## src/rtl/am_test_modulator.sv

```systemverilog
// Triangle-carrier AM self-test source: 10-bit signed sample stream plus 1-bit sigma-delta pin.
// Optional build macro AM_MOD_KEYING_EN adds ~0.31 s tone-on/tone-off keying of the modulation.
module am_test_modulator #(
    parameter logic [31:0] CARRIER_FCW = 32'd159072863,
    parameter logic [31:0] TONE_FCW    = 32'd159073,
    parameter logic [7:0]  DEPTH       = 8'd128
) (
    input  logic       clk_27m,
    input  logic       rst_n,
    input  logic       en,
    output logic [9:0] sample,
    output logic       sample_valid,
    output logic       rf_out,
    output logic [3:0] LED
);

    // Signed values are carried as plain two's-complement vectors throughout.
    function automatic logic [8:0] tri_wave(input logic [8:0] top);
        logic [7:0] u;
        u = top[8] ? ~top[7:0] : top[7:0];
        return {1'b0, u} - 9'd128;
    endfunction

    logic [31:0] r_pc;
    logic [31:0] r_pt;
    logic [8:0]  r_c1;
    logic [8:0]  r_m1;
    logic [8:0]  r_c2;
    logic [7:0]  r_env2;
    logic [9:0]  r_sample;
    logic [2:0]  r_vld;
    logic [10:0] r_acc;
    logic [3:0]  r_led;

    logic [8:0]  w_c;
    logic [8:0]  w_m;
    logic [16:0] w_mod_prod;
    logic [8:0]  w_mod_term;
    logic [8:0]  w_mod_eff;
    logic [7:0]  w_env;
    logic [16:0] w_s3_prod;
    logic [9:0]  w_s3;
    logic [9:0]  w_x;
    logic [10:0] w_acc_next;
    logic        w_led0;

    // Sign-extending both operands to the product width makes the truncated product exact.
    always_comb begin
        w_c        = tri_wave(r_pc[31:23]);
        w_m        = tri_wave(r_pt[31:23]);
        w_mod_prod = {{8{r_m1[8]}}, r_m1} * {9'd0, DEPTH};
        w_mod_term = 9'(w_mod_prod >> 8);
        w_env      = 8'(9'd128 + w_mod_eff);
        w_s3_prod  = {{8{r_c2[8]}}, r_c2} * {9'd0, r_env2};
        w_s3       = 10'(w_s3_prod >> 7);
        w_x        = {~w_s3[9], w_s3[8:0]};
        w_acc_next = {1'b0, r_acc[9:0]} + {1'b0, w_x};
    end

`ifdef AM_MOD_KEYING_EN
    logic [23:0] r_key_cnt;

    always_ff @(posedge clk_27m or negedge rst_n) begin
        if (!rst_n) begin
            r_key_cnt <= '0;
        end else if (en) begin
            r_key_cnt <= r_key_cnt + 24'd1;
        end
    end

    assign w_mod_eff = r_key_cnt[23] ? '0 : w_mod_term;
    assign w_led0    = r_key_cnt[23];
`else
    assign w_mod_eff = w_mod_term;
    assign w_led0    = en;
`endif

    always_ff @(posedge clk_27m or negedge rst_n) begin
        if (!rst_n) begin
            r_pc     <= '0;
            r_pt     <= '0;
            r_c1     <= '0;
            r_m1     <= '0;
            r_c2     <= '0;
            r_env2   <= '0;
            r_sample <= '0;
            r_vld    <= '0;
            r_acc    <= '0;
        end else if (en) begin
            r_pc     <= r_pc + CARRIER_FCW;
            r_pt     <= r_pt + TONE_FCW;
            r_c1     <= w_c;
            r_m1     <= w_m;
            r_c2     <= r_c1;
            r_env2   <= w_env;
            r_sample <= w_s3;
            r_vld    <= {r_vld[1:0], 1'b1};
            r_acc    <= w_acc_next;
        end else begin
            // Phases hold; everything downstream is flushed so a restart refills cleanly.
            r_c1     <= '0;
            r_m1     <= '0;
            r_c2     <= '0;
            r_env2   <= '0;
            r_sample <= '0;
            r_vld    <= '0;
            r_acc    <= '0;
        end
    end

    always_ff @(posedge clk_27m or negedge rst_n) begin
        if (!rst_n) begin
            r_led <= '0;
        end else begin
            r_led <= {r_pt[31:29], w_led0};
        end
    end

    assign sample       = r_sample;
    assign sample_valid = r_vld[2];
    assign rf_out       = r_acc[10];
    assign LED          = r_led;

endmodule
```

## config.mk

```make
export PLATFORM = sky130hd
export DESIGN_NAME = am_test_modulator
export DESIGN_NICKNAME = d
export VERILOG_FILES = /design/src/rtl/am_test_modulator.sv
export SDC_FILE = /design/constraint.sdc
export NUM_CORES = 1
export LEC_CHECK = 0
export CAP_MARGIN = 5
export CELL_PAD_IN_SITES_DETAIL_PLACEMENT = 0
export CELL_PAD_IN_SITES_GLOBAL_PLACEMENT = 1
export CORE_MARGIN = 4
export CORE_UTILIZATION = 50
export DETAILED_ROUTE_END_ITERATION = 8
export PLACE_DENSITY = 0.79
export SYNTH_ARGS = -nofsm -noshare
export SYNTH_HDL_FRONTEND = slang
export SYNTH_SLANG_ARGS = --single-unit
```

## constraint.sdc

```tcl
create_clock -name clk_27m -period 7.7 [get_ports clk_27m]
set_clock_uncertainty 0.15 [all_clocks]
set_input_delay 2.31 -clock clk_27m [delete_from_list [all_inputs] [get_ports clk_27m]]
set_output_delay 2.31 -clock clk_27m [all_outputs]
set_load 0.02 [all_outputs]
```

==> impl_metrics.ini <==
[status]
status = finished clean

[floorplanning]
fp.dieW_um = 132.1
die-area_um2 = 17460
initial_utilization_pct = 50.88
dieHeight_um = 132.1
num_io_pins = 19
core_area_um2 = 15150
rows = 45

[min_path]
worst_hold_path.endpoint = r_env2[7]
min_path_type = reg2reg
worst_hold_path.num_cells = 1
hp-start = r_m1[7]

[placed_design]
hpwl_mm = 9.844
gp_congestion = 0.8473
post-place-ws_ns = 1.716
port_buffers = 18

[worst_setup_path]
reg2reg_from = r_c2[3]
r2r_slack_ns = 1.67
cp-start-kind = flip-flop
endpoint_kind = flip-flop
required_ns = 7.83
reg2reg_to = r_acc[9]
worstPathArrival_ns = 6.16
reg2regPathDepth = 22
crit_type = reg2reg
path_max_fanout = 8

[grt]
grt_use_met3_pct = 3.969
grt_overflow_total = 0
use_met1_pct = 22.52
grt_first_pass_wirelength_mm = 23.96
grt_max_degree = 79
grt_pass1_vias = 5116
use_met2_pct = 27.17
grt_antenna_before_repair = 0
grt_use_total_pct = 16.79
grt_busiest_layer = met2

[logic_synthesis]
synth_top_family_by_area = adder cells
synth.distinct_cells = 56
synth_top_area_share_pct = 39.62
ys.flop_type = dfrtp_1
yosys.area_share.simple_pct = 15.90
yosysSeqAreaShare_pct = 39.62
syn_area_um2 = 7706
ys_ff_latch = 122
async_flop_share_pct = 100.0
synth_edf_count = 0
synth_nets = 841
synth_top_area_cell = dfrtp_1
yosys-top-cells-area = dfrtp_1, fa_1, xnor2_1
syn_avg_cell_area_um2 = 10.39
ys_warn_count = 0
synth_compound_area_share_pct = 6.982
netlist_instances = 742
synthMuxAreaShare_pct = 0.2760
synth-xor-area-share_pct = 10.91
synthAdderAreaFrac_pct = 20.85

[power]
total_power_mw = 2.522
peakVddDrop_mv = 0.2118
power.leakage_nw = 4.246
p_per_area_nw_per_um2 = 290.9

[drt]
drc_errors = 0
ant_nets = 0
vias_per_cell = 5.164
wl_mm = 13.50
drtIter0Drc = 218
routedWlPerCell_um = 14.00
dr.pass1.iters = 6
vias = 4978

[clocking]
htree_levels = 4
insertion_delay_ns = 0.41
root_buffer = clkbuf_16
cts-resized-gates = 0
clock_path_buffers = 2
cts_sinks = 122
clk_pin_slew_ns = 0.06
numCtsBuffers = 17
cts_hold_buf = 0
cts_tree = built
cts_setup_buffers = 0

[sta]
max_freq_ghz = 0.1659
period_share_pct = 78.29
setup_tns_ns = 0
report.final.slew_viol_count = 0
fin_crit_ns = 6.029
setup_violations = 0
setup_ws_ns = 1.671
hold_viol = 0
hold_slack_ns = 0.2634
grt_setup_unrepaired = false
worst_pin_slew_ns = 0.9962
slew-limit-headroom_pct = 33.58

[final_layout]
mostFrequentLayoutCells = dfrtp_1, inv_1, and2_1, xnor2_1, nand2_1
area_delta_synth_final_pct = 12.50
layout.nets = 862
drive_gt1_share_pct = 6.186
layout_commonest_cell = dfrtp_1
diodes = 0

[job]
cap_violations = 0
-- synth_stat cells, types with 2 or more instances --
library cell	instances
a31oi_1	6
a21oi_1	25
xor2_1	28
o21ai_0	9
o211ai_1	2
nor3_1	11
a211oi_1	2
nand3_1	16
nand4_1	8
and4_1	3
nor4_1	2
a211o_1	2
clkbuf_1	14
o21a_1	2
nand2_1	59
o21bai_1	3
ha_1	42
and3_1	6
nand3b_1	2
fa_1	54
nand2b_1	2
buf_1	3
or3_1	4
o21ai_1	2
xnor2_1	68
dfrtp_1	122
nor2_1	48
a21o_1	10
and2_1	68
inv_1	92
a41oi_2	2
-- stage by stage --
stage / instance area (um2) / utilization (%) / std cells
after floorplan: 7706 / - / 742
after global placement: 8060 / 53.22 / 932
after detailed placement: 8060 / 53.22 / 932
after CTS: 8670 / 57.24 / 964
after global routing: 8670 / 57.24 / 964
final: 8670 / 57.24 / 964
-- where the power goes --
part           leakage, nW  switching [mW]  total [mW]  internal (mW)
sequential            1.56           0.229        1.08          0.848
clock                0.290           0.294       0.814          0.520
combinational         2.40           0.318       0.632          0.313
total                 4.25           0.841        2.52           1.68
-- worst max path at each step --
stage               slack (ns)       from  endpoint  cells after the start
floorplan                 2.14    r_c2[3]  r_acc[8]                     22
global placement          1.87  r_env2[1]  r_acc[9]                     21
detailed placement        1.72    r_c2[3]  r_acc[9]                     22
CTS                       1.66    r_c2[3]  r_acc[9]                     22
global route              1.26    r_c2[7]  r_acc[9]                     21
finish                    1.67    r_c2[3]  r_acc[9]                     22
-- critical path, cell delays in order, from the launching register on --
cell      delay, ns
dfrtp_1        0.45
and2_1         0.21
fa_1           0.54
inv_1          0.05
fa_1           0.48
inv_1          0.05
fa_1           0.53
inv_1          0.05
fa_1           0.53
inv_1          0.04
ha_1           0.20
or4_4          0.55
a21oi_4        0.18
nor3b_1        0.10
o21ai_0        0.17
a21oi_1        0.10
ha_1           0.34
nand3_1        0.09
o211ai_1       0.11
o41ai_1        0.50
o21ai_0        0.23
xnor2_1        0.19
nor2_1         0.06
-- flip-flops by register name, summed over array words and instances (netlist names), 4 cells and up --
name,count
r_pc,32
r_pt,32
r_acc,11
sample,10
r_c1,8
r_c2,8
r_env2,8
r_m1,7
LED,4
-- metal layers --
metal  vias to the layer above  share of wire [%]
met3                        15                2.3
met5                         -                  0
met4                         0                1.3
met2                        43                 50
met1                      2501                 46
li1                       2419                  -
-- cell type report --
class                   count  area (um2)
fillers                  1267        6476
multi-input cells         509        4232
flip-flops and latches    122        3053
clock buffers              19       442.9
inverters                  92       345.3
well taps                 188       235.2
repair buffers             21       195.2
clock inverters            13       166.4
-- cells by family after synthesis --
group	after synthesis
adders and majority gates	96
AOI/OAI and AO/OA	77
muxes	2
buffers and inverters	111
DFF	122
xor gates and xnor gates	96
and+or+nand+nor	238
Power figures use the tool's default switching activity.
